<file path="config.mk">
export PLATFORM = sky130hd
export DESIGN_NAME = cache_refill_ctrl
export DESIGN_NICKNAME = d
export VERILOG_FILES = /design/src/rtl/cache_pkg.sv /design/src/rtl/cache_refill_ctrl.sv
export SDC_FILE = /design/constraint.sdc
export NUM_CORES = 1
export LEC_CHECK = 0
export CAP_MARGIN = 15
export CORE_MARGIN = 8
export CORE_UTILIZATION = 30
export DETAILED_ROUTE_END_ITERATION = 10
export DONT_BUFFER_PORTS = 1
export GPL_ROUTABILITY_DRIVEN = 0
export PLACE_DENSITY = 0.51
export SYNTH_ARGS = -nofsm -noshare
export SYNTH_HDL_FRONTEND = slang
export SYNTH_SLANG_ARGS = --single-unit
</file>
<file path="constraint.sdc">
create_clock -name clk -period 1.8 [get_ports clk]
set_input_delay 0.18 -clock clk [delete_from_list [all_inputs] [get_ports clk]]
set_output_delay 0.18 -clock clk [all_outputs]
set_load 0.01 [all_outputs]
</file>
<file path="src/rtl/cache_pkg.sv">
// Shared cache geometry, metadata layout and refill FSM states
// for the 4-way set-associative cache and its miss engine.
package cache_pkg;

  localparam int CACHE_LINES     = 256;
  localparam int LINE_SIZE_BYTES = 64;
  localparam int TAG_BITS        = 18;
  localparam int DATA_WIDTH      = 32;
  localparam int WAYS            = 4;

  localparam int INDEX_BITS = $clog2(CACHE_LINES);
  localparam int WAY_BITS   = $clog2(WAYS);
  localparam int WORDS      = LINE_SIZE_BYTES * 8 / DATA_WIDTH;
  localparam int CNT_BITS   = $clog2(WORDS);
  localparam int ADDR_BITS  = 32;

  localparam logic [CNT_BITS-1:0] LAST_WORD = CNT_BITS'(WORDS - 1);

  typedef struct packed {
    logic                valid;
    logic [WAY_BITS-1:0] lru;
    logic                dirty;
    logic [TAG_BITS-1:0] tag;
  } meta_t;

  typedef enum logic [2:0] {
    IDLE,
    WB_RD,
    WB_SEND,
    FILL_REQ,
    FILL_WAIT,
    META
  } refill_state_e;

endpackage

</file>
<file path="src/rtl/cache_refill_ctrl.sv">
// Miss engine: writes back a dirty victim line, fetches the
// missing line word by word, then commits the way's metadata.
module cache_refill_ctrl
  import cache_pkg::*;
(
  input  logic                  clk,
  input  logic                  rst,
  input  logic                  i_miss_valid,
  output logic                  o_miss_ready,
  input  logic [TAG_BITS-1:0]   i_miss_tag,
  input  logic [INDEX_BITS-1:0] i_miss_index,
  input  logic [WAY_BITS-1:0]   i_victim_way,
  input  logic                  i_victim_dirty,
  input  logic [TAG_BITS-1:0]   i_victim_tag,
  output logic                  o_arr_rd_en,
  output logic [INDEX_BITS-1:0] o_arr_rd_index,
  output logic [WAY_BITS-1:0]   o_arr_rd_way,
  output logic [CNT_BITS-1:0]   o_arr_rd_word,
  input  logic [DATA_WIDTH-1:0] i_arr_rd_data,
  output logic                  o_arr_wr_en,
  output logic [INDEX_BITS-1:0] o_arr_wr_index,
  output logic [WAY_BITS-1:0]   o_arr_wr_way,
  output logic [CNT_BITS-1:0]   o_arr_wr_word,
  output logic [DATA_WIDTH-1:0] o_arr_wr_data,
  output logic                  o_arr_meta_we,
  output logic [TAG_BITS-1:0]   o_arr_meta_tag,
  output logic                  o_mem_req_valid,
  input  logic                  i_mem_req_ready,
  output logic                  o_mem_req_we,
  output logic [ADDR_BITS-1:0]  o_mem_req_addr,
  output logic [DATA_WIDTH-1:0] o_mem_wdata,
  input  logic                  i_mem_rdata_valid,
  input  logic [DATA_WIDTH-1:0] i_mem_rdata,
  output logic                  o_busy,
  output logic                  o_done
);

  refill_state_e         state;
  logic [CNT_BITS-1:0]   cnt;
  logic [CNT_BITS-1:0]   cnt_inc;
  logic [TAG_BITS-1:0]   tag_q;
  logic [TAG_BITS-1:0]   vtag_q;
  logic [INDEX_BITS-1:0] idx_q;
  logic [WAY_BITS-1:0]   way_q;
  logic                  wb_first;
  logic [DATA_WIDTH-1:0] wdata_q;

  assign cnt_inc = cnt + CNT_BITS'(1);

  assign o_arr_wr_en    = (state == FILL_WAIT) & i_mem_rdata_valid;
  assign o_arr_wr_index = idx_q;
  assign o_arr_wr_way   = way_q;
  assign o_arr_wr_word  = cnt;
  assign o_arr_wr_data  = o_arr_wr_en ? i_mem_rdata : '0;
  assign o_arr_meta_tag = tag_q;

  // Array data lands in the first WB_SEND cycle; forward it,
  // then hold the captured copy while memory stalls.
  assign o_mem_wdata = (state == WB_SEND && wb_first) ?
                       i_arr_rd_data : wdata_q;

  always_ff @(posedge clk or negedge rst) begin
    if (!rst) begin
      state           <= IDLE;
      cnt             <= '0;
      tag_q           <= '0;
      vtag_q          <= '0;
      idx_q           <= '0;
      way_q           <= '0;
      wb_first        <= 1'b0;
      wdata_q         <= '0;
      o_miss_ready    <= 1'b1;
      o_busy          <= 1'b0;
      o_done          <= 1'b0;
      o_arr_meta_we   <= 1'b0;
      o_arr_rd_en     <= 1'b0;
      o_arr_rd_index  <= '0;
      o_arr_rd_way    <= '0;
      o_arr_rd_word   <= '0;
      o_mem_req_valid <= 1'b0;
      o_mem_req_we    <= 1'b0;
      o_mem_req_addr  <= '0;
    end else begin
      o_done        <= 1'b0;
      o_arr_meta_we <= 1'b0;
      o_arr_rd_en   <= 1'b0;
      unique case (state)
        IDLE: begin
          if (i_miss_valid) begin
            tag_q        <= i_miss_tag;
            vtag_q       <= i_victim_tag;
            idx_q        <= i_miss_index;
            way_q        <= i_victim_way;
            cnt          <= '0;
            o_miss_ready <= 1'b0;
            o_busy       <= 1'b1;
            if (i_victim_dirty) begin
              state          <= WB_RD;
              o_arr_rd_en    <= 1'b1;
              o_arr_rd_index <= i_miss_index;
              o_arr_rd_way   <= i_victim_way;
              o_arr_rd_word  <= '0;
            end else begin
              state           <= FILL_REQ;
              o_mem_req_valid <= 1'b1;
              o_mem_req_we    <= 1'b0;
              o_mem_req_addr  <= {i_miss_tag, i_miss_index,
                                  {CNT_BITS{1'b0}}, 2'b00};
            end
          end
        end
        WB_RD: begin
          state           <= WB_SEND;
          wb_first        <= 1'b1;
          o_mem_req_valid <= 1'b1;
          o_mem_req_we    <= 1'b1;
          o_mem_req_addr  <= {vtag_q, idx_q, cnt, 2'b00};
        end
        WB_SEND: begin
          wb_first <= 1'b0;
          if (wb_first) wdata_q <= i_arr_rd_data;
          if (i_mem_req_ready) begin
            if (cnt == LAST_WORD) begin
              cnt            <= '0;
              state          <= FILL_REQ;
              o_mem_req_we   <= 1'b0;
              o_mem_req_addr <= {tag_q, idx_q,
                                 {CNT_BITS{1'b0}}, 2'b00};
            end else begin
              cnt             <= cnt_inc;
              state           <= WB_RD;
              o_mem_req_valid <= 1'b0;
              o_mem_req_we    <= 1'b0;
              o_arr_rd_en     <= 1'b1;
              o_arr_rd_word   <= cnt_inc;
            end
          end
        end
        FILL_REQ: begin
          if (i_mem_req_ready) begin
            state           <= FILL_WAIT;
            o_mem_req_valid <= 1'b0;
          end
        end
        FILL_WAIT: begin
          if (i_mem_rdata_valid) begin
            if (cnt == LAST_WORD) begin
              state         <= META;
              o_arr_meta_we <= 1'b1;
              o_done        <= 1'b1;
            end else begin
              cnt             <= cnt_inc;
              state           <= FILL_REQ;
              o_mem_req_valid <= 1'b1;
              o_mem_req_we    <= 1'b0;
              o_mem_req_addr  <= {tag_q, idx_q, cnt_inc, 2'b00};
            end
          end
        end
        META: begin
          state        <= IDLE;
          cnt          <= '0;
          o_miss_ready <= 1'b1;
          o_busy       <= 1'b0;
        end
        default: state <= IDLE;
      endcase
    end
  end

endmodule

</file>
==> results of run 1 <==
## metrics by stage
| step | power (mW) | hold WS, ns | setup slack [ns] | utilization [%] | std cells |
|---|---|---|---|---|---|
| CTS | 17.3 | -0.561 | -0.376 | 45.6 | 882 |
| detailed placement | 11.9 | -0.112 | -0.373 | 33.5 | 734 |
| global placement | 11.7 | -0.111 | -0.353 | 33.5 | 734 |
| global route | 18.5 | -0.562 | -0.444 | 46.2 | 887 |
| finish | 17.6 | -0.535 | -0.346 | 46.2 | 887 |
| floorplan | 10.2 | -0.116 | -0.0179 | - | 461 |
## flip-flops by register name (all words and copies together) (netlist names)
| register | cells |
|---|---|
| o_miss_ready | 1 |
| state | 3 |
| o_arr_wr_index | 8 |
| o_arr_wr_word | 4 |
| o_busy | 1 |
| o_mem_req_addr | 30 |
| wb_first | 1 |
| o_mem_req_we | 1 |
| o_done | 1 |
| o_arr_rd_en | 1 |
| o_arr_meta_tag | 18 |
| wdata_q | 32 |
| o_arr_wr_way | 2 |
| o_arr_rd_index | 8 |
| vtag_q | 18 |
| o_mem_req_valid | 1 |
| o_arr_rd_word | 4 |
| o_arr_rd_way | 2 |
## repair_timing
action                                  in CTS  in global routing
endpoints found under the setup margin     158                164
resized for setup                          158                 31
pin swaps                                   40                 14
endpoints found under the hold margin      229                136
buffers inserted                            24                 15
gates cloned                                12                  2
## final cells by class
class / instances / share of cell area [%]
Clock buffer: 19 / 4.83
Clock inverter: 12 / 1.36
Inverter: 7 / 0.360
Multi-Input combinational cell: 288 / 34.3
Sequential cell: 136 / 36.3
Tap cell: 270 / 3.60
Timing Repair Buffer: 155 / 19.3
## metal layers
layer	vias to the layer above	track usage [%]
met4	0	4.42
met3	26	8.10
met2	191	25.9
li1	1919	-
met1	2204	17.1
met5	-	0
## critical path, cell delays in order, from the launching register on
cell and delay [ns]:
dfrtp_1 0.39, buf_6 0.14, nor3b_4 0.21, and2_4 0.21
buf_4 0.12, buf_12 0.13, mux2_4 0.34
## worst max-delay path by stage
| stage | to | slack, ns | cells after the start |
|---|---|---|---|
| final | o_mem_wdata[7] | -0.35 | 6 |
| after global routing | o_mem_wdata[7] | -0.44 | 6 |
| after CTS | o_mem_wdata[9] | -0.38 | 6 |
| after detailed placement | o_mem_req_addr[12] | -0.37 | 4 |
| after global placement | o_mem_req_addr[11] | -0.35 | 4 |
| after floorplan | o_mem_req_addr[10] | -0.02 | 6 |
## power groups by stage
stage	combinational, mW	sequential [mW]	clock, mW
2_1_floorplan	4.59	5.58	0
3_3_place_gp	5.76	5.99	0
3_5_place_dp	5.88	6.03	0
4_1_cts	7.79	6.03	3.48
5_1_grt	8.68	6.25	3.61
6_report	8.16	6.03	3.38
## kinds of logic after synthesis
group | synth area share, %
buf+inv | 3.29
xor+xnor | 0.561
flops | 54.6
mux | 25.2
fa+ha+maj | 0.200
simple gates | 9.06
compound gates | 7.10
other cells | 0.0601
## placed cells by master, fill, tap and decap left out, types with 3 or more instances in the layout
cell type and n:
o21ai_0 5, and2_1 19, buf_6 17, clkinv_2 4, nor2_1 4, clkbuf_16 20, dfrtp_1 133, o21ai_2 3
dlygate4sd3_1 81, clkinvlp_4 4, inv_1 5, nand2_1 11, a221o_1 18, a21oi_2 3, a21oi_1 9, mux2_4 110
buf_16 6, buf_12 15, nand3_1 3, mux2_2 19, and2_4 33, nor3b_4 3, a21o_1 5, buf_4 31
==> reports/results.ini, run 1 <==
[status]
outcome=finished, violations left
violations=negative hold slack, negative setup slack

[clock_network]
ctsHtreeMaxLevel=4
cts_tree=done
ctsHoldBuffers=81
clock_latency_ns=0.42
cts_buffers=17
cts.path.max_buffers=2
cts-root-buf=clkbuf_16
path_clk_slew_ns=0.06
clock-sinks=136

[sta]
period_share_pct=119
setup_viol=160
fmax_mhz=466
min_period_ns=2.15
fin_hold_ws_ns=-0.535
hold_violations=136
rsz0062_at_grt=true
worstMarginPinSlew_ns=0.806
fin_ws_ns=-0.346
finalClockSkew_ns=0.00686
slew_headroom_pct=46.3
drv_slew=0
setup_tns_ns=-40.09

[detailed_routing]
num_vias=4340
ant_nets=0
wl_met1_um=8000
wl_um=20600
drt_iter0_markers=139
dr_wl_met2_um=10000
vias_per_cell=4.89
highest_layer=met4
wl_met3_um=2210
wl_per_cell_um=23.2
dr.pass1.iters=4
drc=0

[floorplan]
io_pins=266
initial_utilization_pct=30.7
fp-row-count=52
die_h_um=160
die-area_um2=25700
die_x_um=160
core_um2=20300

[synth]
synthTopCellsByArea=dfrtp_1, mux2_2, mux2_4, and2_1, a221o_1
synth-async-reset-ratio_pct=100
yosysWarnings=0
yosysSeqAreaShare_pct=54.6
syn-cell-area_um2=6240
synthDistinctLibCells=45
synth_edf_count=0
synth_most_common_cell=dfrtp_1
synth_top_area_share_pct=54.1
synth-main-ff-cell=dfrtp_1
yosysTopAreaCell=dfrtp_1
synth_common_cells=dfrtp_1, mux2_2, and2_1, mux2_4, a221o_1
syn_avg_cell_area_um2=13.6
ys_seq_elements=136
synthesis.instances=460

[global_route]
grt_antenna_before_repair=0
grt_start_max_net_pins=137
gr-total-overflow=0
grt_pass1_wl_um=31200
grt_usage_pct=15.6
grt_pass1_vias=4813

[finish]
post-route-cell-area_um2=9380
drive_gt1_share_pct=48.8
area_delta_synth_final_pct=50.3
ff_latch_area_um2=3410
num-nets-final=722
fillers=1764
antennaDiodeCount=0
multi_input_area_um2=3210

[setup_path]
critical_path.reg2reg.endpoint=o_mem_req_addr[11]
crit_fanout=8
r2r_slack_ns=-0.30
worstPathRequired_ns=1.62
timing.rr.start=state[2]
reg2regPathDepth=8
arrival_ns=1.97
startpoint=state[0]
start_kind=flip-flop
path_class=reg2out
end_kind=output port

[placement]
dp_hpwl_um=12600
portBuffers=0
placed_cell_area_um2=6800

[worst_hold_path]
min_path_type=in2async

[power_and_ir_drop]
power.static_leakage_nw=4.22
switching_share_pct=34.6
p_comb_share_pct=46.5
vdd_drop_max_mv=0.811
p_int_mw=11.5
seq_power_share_pct=34.3
power_frac_clock_pct=19.2
powerDensity_nw_per_um2=1870
switching_power_mw=6.08

[flow_run]
drv_cap=0

Power figures use the tool's default switching activity.
==> run 2: changes to the inputs <==
- CORE_UTILIZATION: 30 -> 57
- PLACE_DENSITY: 0.51 -> 0.81
- TNS_END_PERCENT: unset -> 10
==> run 2 against run 1 <==
Compared with the run above:
- the flow still finishes with violations (negative hold slack, negative setup slack)
- combinational power shrank 13%
- routed wire length hardly changed
- final cell count is 18% lower
- die area down 43%
- clock skew rose by 0.0039 ns
- critical endpoint is now o_mem_wdata[25]
- largest power group unchanged
==> reports/results.ini, run 2 (synthesis gave the netlist of run 1 again) <==
[flow_run]
drv_cap=0  ; unchanged

[floorplan]
fp-row-count=38  ; was 52
die-area_um2=14600  ; was 25,700 um^2
initial_utilization_pct=58.1  ; was 30.7%
io_pins=266  ; unchanged
core_um2=10700  ; was 20,300 um^2
die_h_um=121  ; was 160 um
die_x_um=121  ; was 160 um

[clock_network]
ctsHoldBuffers=82  ; was 81
cts.path.max_buffers=2  ; unchanged
clock_latency_ns=0.53  ; was 0.42 ns
cts_tree=done  ; unchanged
ctsHtreeMaxLevel=4  ; unchanged
cts_buffers=17  ; unchanged
cts-root-buf=clkbuf_8  ; was clkbuf_16
clock-sinks=136  ; unchanged
path_clk_slew_ns=0.06  ; about the same

[sta]
worstMarginPinSlew_ns=0.510  ; was 0.806 ns
hold_violations=136  ; unchanged
finalClockSkew_ns=0.0108  ; was 0.00686 ns
drv_slew=0  ; unchanged
fmax_mhz=443  ; was 466 MHz
fin_hold_ws_ns=-0.650  ; was -0.535 ns
min_period_ns=2.26  ; was 2.15 ns
setup_tns_ns=-30.14  ; was -40.09 ns
period_share_pct=125  ; was 119%
rsz0062_at_grt=true  ; unchanged
fin_ws_ns=-0.457  ; was -0.346 ns
slew_headroom_pct=66.0  ; was 46.3%
setup_viol=156  ; was 160

[worst_hold_path]
min_path_type=in2async  ; unchanged

[setup_path]
start_kind=flip-flop  ; unchanged
cpPeakStageDelay_ns=0.43  ; was 0.39 ns
arrival_ns=2.08  ; was 1.97 ns
crit_fanout=8  ; unchanged
crit_top_cell=buf_12
worstPathRequired_ns=1.62  ; about the same
path_class=reg2out  ; unchanged
slowest_stage=dfrtp_2  ; was dfrtp_1
path_cells=buf_6, nor3b_4, and2_4, buf_12, buf_12, mux2_4  ; was buf_6, nor3b_4, and2_4, buf_4, buf_12, mux2_4
end_kind=output port  ; unchanged

[finish]
largest_register=wdata_q  ; unchanged
fillers=542  ; was 1,764
final_common_cell=dfrtp_1  ; unchanged
post-route-cell-area_um2=8440  ; was 9380 um^2
num-nets-final=691  ; was 722
drive_gt1_share_pct=41.9  ; was 48.8%
reg_top3=wdata_q: 32 flops, o_mem_req_addr: 30 flops  ; unchanged
largest_reg_flops=32  ; unchanged
antennaDiodeCount=0  ; unchanged
layout_common_cells=dfrtp_1, dlygate4sd3_1, mux2_2  ; was dfrtp_1, mux2_4, dlygate4sd3_1
area_delta_synth_final_pct=35.3  ; was 50.3%

[detailed_routing]
ant_nets=0  ; unchanged
num_vias=4487  ; was 4,340
wl_per_cell_um=28.4  ; was 23.2 um
wl_um=20600  ; about the same
drc=0  ; unchanged
dr.pass1.iters=5  ; was 4
drt_iter0_markers=273  ; was 139
vias_per_cell=6.17  ; was 4.89

[placement]
portBuffers=0  ; unchanged
placed_cell_area_um2=6650  ; was 6800 um^2
dp_hpwl_um=12500  ; was 12,600 um

[power_and_ir_drop]
p_int_mw=10.6  ; was 11.5 mW
p_comb_share_pct=42.3  ; was 46.5%
power.static_leakage_nw=3.78  ; was 4.22 nW
switching_power_mw=6.14  ; was 6.08 mW
seq_power_share_pct=36.8  ; was 34.3%
power_frac_clock_pct=20.9  ; was 19.2%
powerDensity_nw_per_um2=1980  ; was 1870 nW/um^2
vdd_drop_max_mv=1.18  ; was 0.811 mV
power.total_mw=16.7  ; was 17.6 mW
switching_share_pct=36.8  ; was 34.6%

[global_route]
grt_pass1_wl_um=30900  ; was 31,200 um
gr-total-overflow=0  ; unchanged
grt_pass1_vias=4921  ; was 4,813
grt_usage_pct=28.3  ; was 15.6%
grt_start_max_net_pins=137  ; unchanged
grt_antenna_before_repair=2  ; was 0

[status]
violations=negative hold slack, negative setup slack  ; unchanged
outcome=finished, violations left  ; unchanged

-- run 2: cell types whose count changed in the layout (fill, tap and decap cells not counted), sizes merged --
cell         change
buf             -28
inv              +6
clkbuf           -4
clkinv           -2
clkinvlp         -2
a21oi            -1
dlygate4sd3      +1
-- run 2: path summary, 6_finish.rpt --
check | from | cells after the start | slack (ns) | endpoint
setup reg to reg | state[0] | 6 | -0.23 | o_arr_rd_word[2]
max in group asynchronous | rst | 0 | 2.23 | o_miss_ready
hold reg to reg | wb_first | 1 | 0.48 | wb_first
setup / recovery | state[0] | 6 | -0.46 | o_mem_wdata[25]
min in group clk | i_miss_valid | 3 | 0.07 | state[0]
hold / removal | rst | 0 | -0.65 | o_arr_meta_tag[3]
-- run 2: final cells by class --
cell class	instances	area, um^2	share of cell area, %
clock buffers	18	428	5.07
inverters	7	26.3	0.311
flip-flops and latches	136	3410	40.4
clock inverters	14	160	1.90
well taps	140	175	2.07
multi-input cells	287	2890	34.2
repair buffers	125	1350	16.0
-- run 2: metrics by stage --
| stage | setup slack, ns | utilization, % | std cells |
|---|---|---|---|
| final | -0.457 | 78.6 | 727 |
| after CTS | -0.453 | 78.1 | 727 |
| after floorplan | -0.0316 | - | 461 |
| after global placement | -0.0335 | 61.8 | 604 |
| after detailed placement | -0.138 | 61.8 | 604 |
| after global routing | -0.518 | 78.6 | 727 |
-- run 2: critical path: cells and delay by family, from the launching register on --
family / cells / cell delay, ns
buffers and inverters: 3 / 0.40
DFF: 1 / 0.43
muxes: 1 / 0.35
and+or+nand+nor: 2 / 0.38
-- run 2: power by group through the flow --
| stage | registers [mW] | logic, mW | clock network, mW |
|---|---|---|---|
| finish | 6.14 | 7.06 | 3.49 |
| global placement | 5.97 | 5.61 | 0 |
| global route | 6.27 | 7.43 | 3.66 |
| floorplan | 5.58 | 4.57 | 0 |
| detailed placement | 6.07 | 5.85 | 0 |
| CTS | 6.04 | 6.78 | 3.49 |
-- run 2: per-layer routing --
metal / GRT usage (%) / routed length, um
met5: 0 / 0
met3: 10.5 / 1980
met1: 26.8 / 6520
met4: 14.3 / 933
met2: 52.4 / 11200
-- run 2: what timing repair did --
item / in CTS / in global routing
setup buffers: 6 / 0
resized for setup: 59 / 18
gates cloned: 3 / 0
setup endpoints to repair: 188 / 162
hold endpoints to repair: 263 / 136
pin swaps: 14 / 14
